File: config.mk
export PLATFORM = sky130hd
export DESIGN_NAME = resonator_mc_flat
export DESIGN_NICKNAME = d
export VERILOG_FILES = /design/src/rtl/resonator_pkg.sv /design/src/rtl/resonator_mc_if.sv /design/src/rtl/resonator_mac.sv /design/src/rtl/resonator_mc.sv /design/src/flat_wrapper.sv
export SDC_FILE = /design/constraint.sdc
export NUM_CORES = 1
export LEC_CHECK = 0
export BUFFER_PORTS_ARGS = -buffer_cell sky130_fd_sc_hd__buf_2
export CORE_UTILIZATION = 58
export DETAILED_ROUTE_END_ITERATION = 8
export PLACE_DENSITY = 0.76
export RECOVER_POWER = 25
export SLEW_MARGIN = 20
export SYNTH_ARGS = -nofsm -noshare
export SYNTH_HDL_FRONTEND = slang
export SYNTH_HIERARCHICAL = 1
export SYNTH_SLANG_ARGS = --single-unit
File: constraint.sdc
create_clock -name clk -period 18.3 [get_ports clk]
set_input_delay 4.575 -clock clk [delete_from_list [all_inputs] [get_ports clk]]
set_output_delay 4.575 -clock clk [all_outputs]
set_load 0.1 [all_outputs]
File: src/rtl/resonator_pkg.sv
// Shared types and helpers for the multi-channel resonator.
// RESONATOR_SAT_EN selects saturating (defined) or wrapping (undefined) narrowing in shrink().
package resonator_pkg;

  typedef enum logic [1:0] {IDLE, MAC_B, MAC_A0, MAC_A1} state_t;

  typedef enum logic [1:0] {OP_HOLD, OP_LOAD, OP_ADD, OP_SUB} mac_op_t;

  function automatic int unsigned acc_w(input int unsigned data_w);
    return 2 * data_w + 3;
  endfunction

  // Floor-shift by frac_w, then narrow to data_w bits (result sign-extended to 64 bits).
  function automatic logic signed [63:0] shrink(input logic signed [63:0] acc,
                                                input int unsigned frac_w,
                                                input int unsigned data_w);
    logic signed [63:0] s;
`ifdef RESONATOR_SAT_EN
    logic signed [63:0] lim_hi;
    logic signed [63:0] lim_lo;
`endif
    s = acc >>> frac_w;
`ifdef RESONATOR_SAT_EN
    lim_hi = (64'sd1 <<< (data_w - 1)) - 64'sd1;
    lim_lo = -(64'sd1 <<< (data_w - 1));
    if (s > lim_hi) begin
      s = lim_hi;
    end else if (s < lim_lo) begin
      s = lim_lo;
    end
`else
    s = (s <<< (64 - data_w)) >>> (64 - data_w);
`endif
    return s;
  endfunction

endpackage

File: src/rtl/resonator_mc_if.sv
// Sample/coefficient/result bundle of the resonator; master drives samples, slave is the block.
interface resonator_mc_if #(
  parameter int unsigned DATA_W = 16,
  parameter int unsigned CH_W   = 2
);
  logic                     in_valid;
  logic                     in_ready;
  logic signed [DATA_W-1:0] in_data;
  logic [CH_W-1:0]          in_ch;
  logic signed [DATA_W-1:0] coef_b;
  logic signed [DATA_W-1:0] coef_a0;
  logic signed [DATA_W-1:0] coef_a1;
  logic                     hist_clr;
  logic                     out_valid;
  logic signed [DATA_W-1:0] out_data;
  logic [CH_W-1:0]          out_ch;
  logic                     ch_err;

  modport master (
    output in_valid, in_data, in_ch, coef_b, coef_a0, coef_a1, hist_clr,
    input  in_ready, out_valid, out_data, out_ch, ch_err
  );

  modport slave (
    input  in_valid, in_data, in_ch, coef_b, coef_a0, coef_a1, hist_clr,
    output in_ready, out_valid, out_data, out_ch, ch_err
  );
endinterface

File: src/rtl/resonator_mac.sv
// Shared signed multiplier with accumulator; final_acc = acc - product, used in the last MAC step.
module resonator_mac
  import resonator_pkg::*;
#(
  parameter int unsigned DATA_W = 16
) (
  input  logic                                clk,
  input  logic                                reset,
  input  mac_op_t                             op,
  input  logic signed [DATA_W-1:0]            coef,
  input  logic signed [DATA_W:0]              operand,
  output logic signed [acc_w(DATA_W)-1:0]     final_acc
);
  localparam int unsigned ACC_W  = acc_w(DATA_W);
  localparam int unsigned PROD_W = 2 * DATA_W + 1;

  logic signed [PROD_W-1:0] prod;
  logic signed [ACC_W-1:0]  prod_ext;
  logic signed [ACC_W-1:0]  acc_q;

  assign prod      = PROD_W'(coef) * PROD_W'(operand);
  assign prod_ext  = ACC_W'(prod);
  assign final_acc = acc_q - prod_ext;

  always_ff @(posedge clk or posedge reset) begin
    if (reset) begin
      acc_q <= '0;
    end else begin
      unique case (op)
        OP_LOAD: acc_q <= prod_ext;
        OP_ADD:  acc_q <= acc_q + prod_ext;
        OP_SUB:  acc_q <= final_acc;
        default: acc_q <= acc_q;
      endcase
    end
  end
endmodule

File: src/rtl/resonator_mc.sv
// Time-multiplexed multi-channel resonator: y = b*(x-x2) + a0*y1 - a1*y2, one product per clock.
// Narrowing of the result is set by RESONATOR_SAT_EN (see resonator_pkg::shrink).
module resonator_mc
  import resonator_pkg::*;
#(
  parameter int unsigned DATA_W = 16,
  parameter int unsigned FRAC_W = 8,
  parameter int unsigned NCH    = 4
) (
  input logic           clk,
  input logic           reset,
  resonator_mc_if.slave bus
);
  localparam int unsigned CH_W  = (NCH > 1) ? $clog2(NCH) : 1;
  localparam int unsigned ACC_W = acc_w(DATA_W);

  state_t                   state_q;
  logic signed [DATA_W-1:0] x_q, cb_q, ca0_q, ca1_q;
  logic [CH_W-1:0]          ch_q;
  logic signed [DATA_W-1:0] x1_q [NCH];
  logic signed [DATA_W-1:0] x2_q [NCH];
  logic signed [DATA_W-1:0] y1_q [NCH];
  logic signed [DATA_W-1:0] y2_q [NCH];
  logic                     out_valid_q, ch_err_q;
  logic signed [DATA_W-1:0] out_data_q;
  logic [CH_W-1:0]          out_ch_q;

  mac_op_t                  mac_op;
  logic signed [DATA_W-1:0] mac_coef;
  logic signed [DATA_W:0]   mac_operand;
  logic signed [DATA_W:0]   diff;
  logic signed [ACC_W-1:0]  mac_final;
  logic signed [DATA_W-1:0] y_new;
  logic                     ch_bad;

  // Out-of-range channels are only possible when NCH is not a power of two.
  if (NCH == (1 << CH_W)) begin : g_pow2
    assign ch_bad = 1'b0;
  end else begin : g_npow2
    assign ch_bad = (bus.in_ch >= CH_W'(NCH));
  end

  assign bus.in_ready  = (state_q == IDLE) && !bus.hist_clr;
  assign bus.out_valid = out_valid_q;
  assign bus.out_data  = out_data_q;
  assign bus.out_ch    = out_ch_q;
  assign bus.ch_err    = ch_err_q;

  assign diff  = (DATA_W + 1)'(x_q) - (DATA_W + 1)'(x2_q[ch_q]);
  assign y_new = DATA_W'(shrink(64'(mac_final), FRAC_W, DATA_W));

  always_comb begin
    mac_op      = OP_HOLD;
    mac_coef    = cb_q;
    mac_operand = diff;
    unique case (state_q)
      MAC_B:  mac_op = OP_LOAD;
      MAC_A0: begin
        mac_op      = OP_ADD;
        mac_coef    = ca0_q;
        mac_operand = (DATA_W + 1)'(y1_q[ch_q]);
      end
      MAC_A1: begin
        mac_op      = OP_SUB;
        mac_coef    = ca1_q;
        mac_operand = (DATA_W + 1)'(y2_q[ch_q]);
      end
      default: ;
    endcase
  end

  resonator_mac #(
    .DATA_W (DATA_W)
  ) u_mac (
    .clk       (clk),
    .reset     (reset),
    .op        (mac_op),
    .coef      (mac_coef),
    .operand   (mac_operand),
    .final_acc (mac_final)
  );

  always_ff @(posedge clk or posedge reset) begin
    if (reset) begin
      state_q     <= IDLE;
      x_q         <= '0;
      cb_q        <= '0;
      ca0_q       <= '0;
      ca1_q       <= '0;
      ch_q        <= '0;
      out_valid_q <= 1'b0;
      out_data_q  <= '0;
      out_ch_q    <= '0;
      ch_err_q    <= 1'b0;
      for (int unsigned i = 0; i < NCH; i++) begin
        x1_q[i] <= '0;
        x2_q[i] <= '0;
        y1_q[i] <= '0;
        y2_q[i] <= '0;
      end
    end else begin
      out_valid_q <= 1'b0;
      ch_err_q    <= 1'b0;
      if (bus.hist_clr) begin
        // Clear wins over completion and over any transfer this cycle.
        state_q <= IDLE;
        for (int unsigned i = 0; i < NCH; i++) begin
          x1_q[i] <= '0;
          x2_q[i] <= '0;
          y1_q[i] <= '0;
          y2_q[i] <= '0;
        end
      end else begin
        unique case (state_q)
          IDLE: begin
            if (bus.in_valid) begin
              x_q   <= bus.in_data;
              ch_q  <= bus.in_ch;
              cb_q  <= bus.coef_b;
              ca0_q <= bus.coef_a0;
              ca1_q <= bus.coef_a1;
              if (ch_bad) begin
                ch_err_q <= 1'b1;
              end else begin
                state_q <= MAC_B;
              end
            end
          end
          MAC_B:  state_q <= MAC_A0;
          MAC_A0: state_q <= MAC_A1;
          MAC_A1: begin
            state_q     <= IDLE;
            out_valid_q <= 1'b1;
            out_data_q  <= y_new;
            out_ch_q    <= ch_q;
            x2_q[ch_q]  <= x1_q[ch_q];
            x1_q[ch_q]  <= x_q;
            y2_q[ch_q]  <= y1_q[ch_q];
            y1_q[ch_q]  <= y_new;
          end
          default: state_q <= IDLE;
        endcase
      end
    end
  end
endmodule

File: src/flat_wrapper.sv
// flat-port wrapper written by rule: the top's interface ports become plain ports
module resonator_mc_flat import resonator_pkg::*;
#(
  parameter int unsigned DATA_W = 16,
  parameter int unsigned FRAC_W = 8,
  parameter int unsigned NCH    = 4
)
  (clk, reset, bus_in_valid, bus_in_data, bus_in_ch, bus_coef_b, bus_coef_a0, bus_coef_a1, bus_hist_clr, bus_in_ready, bus_out_valid, bus_out_data, bus_out_ch, bus_ch_err);
  resonator_mc_if #(.DATA_W(DATA_W), .CH_W(2)) bus_i ();
  input logic clk;
  input logic reset;
  input wire logic [$bits(bus_i.in_valid)-1:0] bus_in_valid;
  input wire logic [$bits(bus_i.in_data)-1:0] bus_in_data;
  input wire logic [$bits(bus_i.in_ch)-1:0] bus_in_ch;
  input wire logic [$bits(bus_i.coef_b)-1:0] bus_coef_b;
  input wire logic [$bits(bus_i.coef_a0)-1:0] bus_coef_a0;
  input wire logic [$bits(bus_i.coef_a1)-1:0] bus_coef_a1;
  input wire logic [$bits(bus_i.hist_clr)-1:0] bus_hist_clr;
  output wire logic [$bits(bus_i.in_ready)-1:0] bus_in_ready;
  output wire logic [$bits(bus_i.out_valid)-1:0] bus_out_valid;
  output wire logic [$bits(bus_i.out_data)-1:0] bus_out_data;
  output wire logic [$bits(bus_i.out_ch)-1:0] bus_out_ch;
  output wire logic [$bits(bus_i.ch_err)-1:0] bus_ch_err;
  assign bus_i.in_valid = bus_in_valid;
  assign bus_i.in_data = bus_in_data;
  assign bus_i.in_ch = bus_in_ch;
  assign bus_i.coef_b = bus_coef_b;
  assign bus_i.coef_a0 = bus_coef_a0;
  assign bus_i.coef_a1 = bus_coef_a1;
  assign bus_i.hist_clr = bus_hist_clr;
  assign bus_in_ready = bus_i.in_ready;
  assign bus_out_valid = bus_i.out_valid;
  assign bus_out_data = bus_i.out_data;
  assign bus_out_ch = bus_i.out_ch;
  assign bus_ch_err = bus_i.ch_err;
  resonator_mc #(.DATA_W(DATA_W), .FRAC_W(FRAC_W), .NCH(NCH)) u_core (.clk(clk), .reset(reset), .bus(bus_i));
endmodule
==> results of run 1 <==
## layout make-up
cell class	count	area [um^2]
Sequential cell	367	9185
Clock buffer	56	1152
Multi-Input combinational cell	1736	15470
Clock inverter	16	249.0
Fill cell	3557	16590
Inverter	329	1236
Tap cell	600	750.7
Timing Repair Buffer	118	646.9
## sequential cells by signal, summed over array words and instances (netlist names)
name,count
u_core/ca0_q,16
u_core/ch_q,2
u_core/y2_q,64
u_core/ca1_q,16
u_core/x1_q,64
u_core/state_q,2
u_core/y1_q,64
u_core/u_mac/acc_q,24
u_core/bus.out_data,16
u_core/x_q,16
u_core/bus.out_ch,2
u_core/cb_q,16
u_core/bus.out_valid,1
u_core/x2_q,64
## cells in the final DEF, fill, tap and decap left out, drive strengths merged, types with 20 or more instances in the layout
| cell | instances |
|---|---|
| nand2 | 384 |
| clkbuf | 61 |
| xnor2 | 48 |
| nor2 | 76 |
| a21oi | 132 |
| xor2 | 22 |
| a21o | 20 |
| o21ai | 60 |
| fa | 204 |
| ha | 144 |
| buf | 113 |
| a22o | 198 |
| a22oi | 30 |
| and2 | 111 |
| inv | 327 |
| dfrtp | 367 |
| mux4 | 58 |
| mux2 | 66 |
## metrics by stage
stage	cells	hold slack, ns	util (%)
after global routing	3222	0.5015	63.36
after CTS	3222	0.4770	63.41
after detailed placement	3150	0.4585	60.31
final	3222	0.4752	63.36
after global placement	3150	0.4569	60.31
after floorplan	2599	0.4606	-
## routing by layer
metal	share of wire (%)	wire [um]	up-vias	GRT usage [%]
met5	0	0	-	0
met4	2.8	1860	0	10.02
met1	41	27220	10100	39.10
met2	49	32490	781	48.14
met3	7.0	4624	136	4.172
li1	-	-	8640	-
## final timing paths
| kind | from | to | slack (ns) | cells past startpoint |
|---|---|---|---|---|
| worst max-delay path | u_core/ch_q[0] | u_core/u_mac/acc_q[21] | 4.39 | 39 |
| worst min-delay path | u_core/bus.out_ch[1] | u_core/bus.out_ch[1] | 0.48 | 2 |
| worst max register to register | u_core/ch_q[0] | u_core/u_mac/acc_q[21] | 4.39 | 39 |
| worst min register to register | u_core/bus.out_ch[1] | u_core/bus.out_ch[1] | 0.48 | 2 |
| max in group asynchronous | reset | u_core/ch_q[1] | 6.00 | 5 |
| min in group asynchronous | reset | u_core/u_mac/acc_q[2] | 4.27 | 2 |
## worst reg2reg max path: cells and delay by family, from the launching register on
kind / cells / cell delay [ns]
AO/OA/AOI/OAI: 13 / 2.89
AND/OR/NAND/NOR: 8 / 2.00
buffers and inverters: 5 / 2.50
XOR/XNOR: 3 / 0.61
flip-flops: 1 / 1.01
multiplexers: 1 / 0.79
adder cells (fa/ha/maj): 9 / 4.04
==> key figures, run 1 <==
Final layout
  • Area Growth Syn to Fin: 7.987%
  • Final Net Count: about 3k
  • Final instance area: roughly 29000 um^2
  • Antenna diodes: 0
  • Layout cells sized above 1: around 13%

Route
  • Iteration-0 DRC Markers: approximately 1.7k
  • WL/cell: roughly 21 um
  • DRT Wirelength: 66.20 mm
  • Vias per cell: 6.101
  • ANT nets after route: 0
  • Drt pass-1 iters: 7
  • DRC viols: 0
  • Via count: between 15k and 20k

Synth
  • Synthesized instance count: about 2.6k
  • Synth Cell Area: around 27000 um^2
  • Mean post-synth cell area: 10.22 um^2
  • Syn nets: 3017
  • Yosys warns: 6

Timing
  • Final worst path period share: between 70% and 80%
  • Fin Setup TNS: 0 ns
  • Fin crit period: roughly 14 ns
  • Fin worst setup slack: 4.391 ns
  • Worst-Margin Slew: 5.076 ns
  • Final Hold Viols: 0
  • RSZ-0062 raised after global routing: false
  • Worst slew margin: -240.3%
  • Fmax: 71.90 MHz
  • # setup viols final: 0
  • Worst-case clock skew: 0.03181 ns
  • Final Max Slew Viols: a little over 300

Critical path
  • Crit-path max cell delay: about 2.3 ns
  • Slowest cell on crit path: clkbuf_1
  • Worst path bufs/invs: 5
  • CP Max Fanout: 44
  • CP Capture Type: flop
  • CP Class: reg2reg
  • Most used cell, CP: fa_1
  • Worst EP arrival: 14.42 ns
  • CP required: about 19 ns
  • Startpoint Class: flop
  • Delay-heaviest family, CP: adder cells

Clocking
  • CTS max path bufs: 3
  • Reg clk slew, reported paths: about 0.06 ns
  • CTS Hold Buffers Added: 0
  • H-Tree Depth: 2
  • Num CTS Buffers: 41
  • TritonCTS clock tree: yes
  • Post-cts sizing count: 0
  • CTS sink cnt: roughly 370
  • Clock Latency Late Sink: 0.59 ns
  • Buffer type at the clock tree root: clkbuf_16
  • # Post-CTS Setup Buffers: 0

Floorplan
  • Ports: between 90 and 100
  • Core Footprint: around 45000 um^2
  • Rows: 78
  • Die Y: between 200 and 250 um
  • Die Area: 46670 um^2
  • Die Width: between 200 and 250 um
  • Initial core utilization: between 50% and 60%

Global route
  • Largest net degree at the start of global routing: 109
  • First-pass GRT wire length: about 110 mm
  • GRT Overall Usage: slightly below 30%
  • Vias in the first global route: slightly above 20k
  • GRT overflow: 0
  • Initial antenna violation count: 1

Placement
  • Placed cell area: roughly 27000 um^2
  • IO buf count: between 80 and 90
  • Place WS: between 6 and 7 ns
  • HPWL Detailed: between 40 and 50 mm
  • Gp weighted congestion: between 0.9 and 1

Status
  • Status: finished with violations
  • Violated checks: capacitance limit, slew limit

Run
  • Max cap viols: 4

Min path
  • Worst min path class: reg2reg
Power of run 1 is not shown: default switching activity piles up to over one toggle a cycle in this logic, so the estimate is an artifact.
==> run 2: changes to the inputs <==
Settings changed: ABC_AREA from default to 1, PLACE_DENSITY 0.76 to 0.79.
Clock period 18.3 ns to 12.56 ns, I/O delays scaled along.
==> run 2 against run 1 <==
  * The run still ends with capacitance limit, slew limit left
  * Clock skew shrank 0.0074 ns
  * Die area grew 5.7%
  * Area after synthesis grew 5.7%
  * Via count grew 19%
  * Critical path depth shrank 1
  * Largest cell class unchanged
  * Highest routed layer unchanged
==> key figures, run 2 <==
Critical path
  • Crit-path max cell delay: ~0.67 ns
  • Startpoint Class: flop
  • Most used cell, CP: inv_1
  • R2R setup slack: between 1.5 and 2 ns
  • CP Class: reg2reg
  • CP Capture Type: flop
  • R2R depth: 38
  • Worst path bufs/invs: 8
  • Delay-heaviest family, CP: adder cells
  • CP Max Fanout: between 50 and 60
  • Reg2Reg Capture Point: u_core/y1_q[8]
  • Worst r2r src: u_core/ch_q[1]
  • Worst EP arrival: about 11 ns
  • Slowest cell on crit path: nand3_1
  • CP required: roughly 13 ns

Clocking
  • # Post-CTS Setup Buffers: 0
  • Buffer type at the clock tree root: clkbuf_16
  • Clock Latency Late Sink: slightly below 0.6 ns
  • CTS Hold Buffers Added: 0
  • Post-cts sizing count: 0
  • TritonCTS clock tree: yes
  • H-Tree Depth: 2
  • CTS max path bufs: 3
  • CTS sink cnt: approximately 370
  • Reg clk slew, reported paths: around 0.060 ns
  • Num CTS Buffers: 41

Final layout
  • Fillers: ~4k
  • Area Growth Syn to Fin: 7.159%
  • Most frequent cells in the layout: 883 x inv_1, 648 x nand2_1, 367 x dfrtp_1, 327 x o22ai_1, 204 x fa_1
  • Leading cell type in the layout, fill and taps excluded: inv_1
  • Final Net Count: 3900
  • Antenna diodes: 0
  • Layout cells sized above 1: a little under 9%

Timing
  • # setup viols final: 0
  • Fin Setup TNS: 0 ns
  • Worst-case clock skew: approximately 0.024 ns
  • Fin crit period: 10.82 ns
  • RSZ-0062 raised after global routing: false
  • Fmax: 92.42 MHz
  • Final worst path period share: about 86%
  • Worst slew margin: -432.1%
  • Final Max Slew Viols: approximately 210
  • Worst-Margin Slew: about 8.0 ns
  • Final Hold Viols: 0

Floorplan
  • Ports: 91
  • Die Y: 222.1 um
  • Die Area: between 40000 and 50000 um^2
  • Rows: 80
  • Die Width: between 200 and 250 um
  • Core Footprint: 47750 um^2
  • Initial core utilization: 58.82%

Route
  • Via count: between 20k and 25k
  • DRC viols: 0
  • Drt pass-1 iters: 6
  • Vias per cell: 5.645
  • ANT nets after route: 0
  • DRT Wirelength: between 70 and 80 mm
  • WL/cell: 17.83 um
  • Iteration-0 DRC Markers: roughly 2.3k

Min path
  • Worst min path class: reg2reg
  • Hold path depth: 2
  • HP Start: u_core/u_mac/acc_q[23]
  • Hold Path Sink: u_core/u_mac/acc_q[23]

Global route
  • First-pass GRT wire length: ~120 mm
  • Vias in the first global route: 23.28k
  • Initial antenna violation count: 0
  • Largest net degree at the start of global routing: 184
  • GRT Overall Usage: 30.55%
  • GRT overflow: 0

Status
  • Violated checks: capacitance limit, slew limit
  • Status: finished with violations

Run
  • Max cap viols: 2

Placement
  • IO buf count: 89
  • HPWL Detailed: 50.08 mm
  • Gp weighted congestion: between 0.9 and 1

Synth
  • Mean post-synth cell area: ~8.0 um^2
  • Syn nets: roughly 3.9k
  • Yosys warns: 6
  • Synthesized instance count: approximately 3.5k
  • Synth Cell Area: ~28000 um^2
-- run 2: changes by cell type in the layout (fill, tap and decap cells not counted), sizes merged, moves of 19 or more --
cell | previous run | this run
and2 | 111 | 6
mux4 | 58 | 0
nand3 | 10 | 75
inv | 327 | 893
xnor2 | 48 | 8
or2 | 4 | 25
o22ai | 1 | 327
nor2 | 76 | 203
mux2 | 66 | 35
a21oi | 132 | 113
nand2 | 384 | 657
o21ai | 60 | 118
a22o | 198 | 0
-- run 2: cell type report --
type,count,area [um^2],share of cell area (%)
clock buffer,56,1194,3.966
clock inverter,17,165.2,0.5488
inverter,892,3357,11.15
multi-input combinational,2055,14700,48.84
sequential,367,9184,30.51
tap,615,769.5,2.557
timing repair buffer,125,726.9,2.415
-- run 2: how the worst max path moves through the flow --
stage	from	endpoint	cells past startpoint
finish	u_core/ch_q[1]	u_core/y1_q[8]	38
global route	reset	u_core/ca0_q[1]	3
CTS	u_core/ch_q[1]	u_core/y1_q[56]	38
detailed placement	u_core/ch_q[1]	u_core/y1_q[56]	40
global placement	u_core/ch_q[1]	u_core/y1_q[8]	42
floorplan	u_core/ch_q[0]	u_core/y1_q[11]	48
-- run 2: per-stage QoR --
stage	area, um^2	cells	hold slack (ns)	utilization (%)	setup slack (ns)
after floorplan	28090	3506	0.4528	-	3.783
after detailed placement	28750	4054	0.4783	60.22	2.001
after global routing	30100	4127	0.5210	63.03	0.6155
after CTS	30110	4127	0.4933	63.06	1.960
final	30100	4127	0.4918	63.03	1.740
after global placement	28750	4054	0.4685	60.22	2.149
-- run 2: worst min-delay path, delay by kind of cell, from the launching register on --
family	cells	cell delay (ns)
simple gates	2	0.12
flops	1	0.34
-- run 2: layer usage --
metal	global-route usage, %	vias to the layer above	part of all wire, %
li1	-	10840	-
met1	43.78	11220	43
met2	47.49	1096	45
met3	5.327	143	9.1
met4	9.274	0	2.4
met5	0	-	0
Power of run 2 is left out for the same reason.
==> run 3: changes to the inputs <==
--- a/config.mk
+++ b/config.mk
@@ -10,4 +10,5 @@
 export CORE_UTILIZATION = 58
 export DETAILED_ROUTE_END_ITERATION = 8
+export GPL_ROUTABILITY_DRIVEN = 0
 export PLACE_DENSITY = 0.79
 export RECOVER_POWER = 25
==> constraint.sdc (replaced) <==
create_clock -name clk -period 12.56 [get_ports clk]
set_input_delay 1.884 -clock clk [delete_from_list [all_inputs] [get_ports clk]]
set_output_delay 1.884 -clock clk [all_outputs]
set_load 0.005 [all_outputs]
==> run 3 against run 2 <==
  * Highest routed layer unchanged
  * Setup slack got worse by 0.14 ns
  * Count of clock-buffer cells in the layout grew 2
  * Register-to-register slack lost 0.14 ns
  * The flow still finishes with violations (capacitance limit, slew limit)
  * Worst hold slack improved by 0.0067 ns
  * Sequential share of layout area barely moved
  * Via count is essentially flat
  * Global-route usage shrank 0.052 points
  * Largest cell class unchanged
  * Routed wire length shrank 0.63%
==> key figures, run 3 (synthesis results as in run 2) <==
Critical path
  • Startpoint Class: flop
  • Delay-heaviest family, CP: adder cells
  • CP Max Fanout: 35
  • CP Capture Type: flop
  • Slowest cell on crit path: inv_1
  • Crit-path max cell delay: around 1.2 ns
  • CP required: between 10 and 15 ns
  • Worst r2r src: u_core/state_q[1]
  • Most used cell, CP: inv_1
  • R2R setup slack: 1.60 ns
  • Worst EP arrival: roughly 11 ns
  • CP Class: reg2reg
  • Worst path bufs/invs: 9
  • R2R depth: 34
  • Worst path depth: 34
  • Reg2Reg Capture Point: u_core/y1_q[63]

Placement
  • Place WS: ~2 ns
  • Placed Cells: 4055
  • Placed cell area: between 20000 and 30000 um^2
  • IO buf count: 89
  • HPWL Detailed: approximately 51 mm

Timing
  • Final Hold Viols: 0
  • Final Max Slew Viols: about 210
  • RSZ-0062 raised after global routing: false
  • # setup viols final: 0
  • Fin Setup TNS: 0 ns
  • Fin worst setup slack: between 1.5 and 2 ns
  • Fin crit period: about 11 ns
  • Worst-Margin Slew: 5.680 ns
  • Fmax: ~90 MHz
  • Worst slew margin: -280.7%
  • Final worst path period share: between 80% and 90%
  • Worst-case clock skew: between 0.03 and 0.04 ns

Final layout
  • Area of the multi-input gates: between 10000 and 15000 um^2
  • Layout Cells excl Fill: between 4k and 5k
  • Area Growth Syn to Fin: 7.261%
  • Final Net Count: a little under 4k
  • Antenna diodes: 0
  • Layout cells sized above 1: between 8 and 9%
  • Fillers: about 4k
  • Final instance area: 30130 um^2
  • Seq. cell area: roughly 9200 um^2
  • Most frequent cells in the layout: 884 x inv_1, 649 x nand2_1, 367 x dfrtp_1, 327 x o22ai_1, 204 x fa_1
  • Leading cell type in the layout, fill and taps excluded: inv_1

Global route
  • GRT Overall Usage: a little under a third
  • First-pass GRT wire length: between 100 and 150 mm
  • Largest net degree at the start of global routing: between 100 and 150
  • GRT overflow: 0
  • Initial antenna violation count: 0
  • Vias in the first global route: between 20k and 25k

Clocking
  • Clock Latency Late Sink: 0.60 ns
  • CTS max path bufs: 3
  • TritonCTS clock tree: yes
  • Post-cts sizing count: 0
  • CTS Hold Buffers Added: 0
  • Num CTS Buffers: 42
  • Buffer type at the clock tree root: clkbuf_16
  • Reg clk slew, reported paths: roughly 0.060 ns
  • CTS sink cnt: between 300 and 400
  • # Post-CTS Setup Buffers: 0
  • H-Tree Depth: 2

Route
  • DRT Wirelength: roughly 73 mm
  • DRC viols: 0
  • Met2 wire length: roughly 33 mm
  • Met1 Wirelength: 30.68 mm
  • Drt pass-1 iters: 7
  • Via count: roughly 23k
  • Met3 routed WL: 7.372 mm
  • Highest routed layer: met4
  • Iteration-0 DRC Markers: 2266
  • ANT nets after route: 0
  • WL/cell: 17.70 um
  • Vias per cell: between 5 and 6

Floorplan
  • Die Width: ~220 um
  • Rows: 80
  • Initial core utilization: ~59%
  • Core Footprint: between 40000 and 50000 um^2
  • Die Y: approximately 220 um
  • Ports: slightly above 90
  • Die Area: slightly below 50000 um^2

Status
  • Violated checks: capacitance limit, slew limit
  • Status: finished with violations

Run
  • Max cap viols: 4

Min path
  • Hold path depth: 2
  • Worst min path class: reg2reg
  • HP Start: u_core/u_mac/acc_q[23]
  • Hold Path Sink: u_core/u_mac/acc_q[23]
==> run 3: tightest hold or removal path, stage by stage (launching register included) <==
cell	delay, ns
dfrtp_1	0.35
nand2_1	0.06
nand2_1	0.06
==> run 3: metal layers <==
layer  up-vias  track usage [%]
li1      10830                -
met1     11230            42.14
met2      1091            48.23
met3       142            6.560
met4         0            9.319
met5         -                0
==> run 3: layout make-up <==
class / instances / share of cell area, %
multi-input combinational: 2055 / 48.68
sequential: 367 / 30.49
inverter: 892 / 11.14
clock buffer: 58 / 4.087
tap: 615 / 2.554
timing repair buffer: 126 / 2.376
clock inverter: 18 / 0.6811
==> run 3: through the flow <==
| stage | hold slack, ns | utilization [%] |
|---|---|---|
| after global placement | 0.4657 | 60.19 |
| after global routing | 0.5109 | 63.09 |
| final | 0.4984 | 63.09 |
| after floorplan | 0.4528 | - |
| after CTS | 0.4963 | 63.20 |
| after detailed placement | 0.4812 | 60.19 |
==> run 3: how the worst max path moves through the flow <==
stage	start	to	slack (ns)
2_1_floorplan	reset	u_core/bus.out_ch[0]	1.17
3_3_place_gp	u_core/ch_q[0]	u_core/y1_q[27]	2.15
3_5_place_dp	u_core/ch_q[0]	u_core/y1_q[15]	2.03
4_1_cts	u_core/ch_q[0]	u_core/y1_q[15]	1.94
5_1_grt	u_core/state_q[1]	u_core/y1_q[27]	1.11
6_report	u_core/state_q[1]	u_core/y1_q[63]	1.60
Power of run 3 is left out for the same reason.
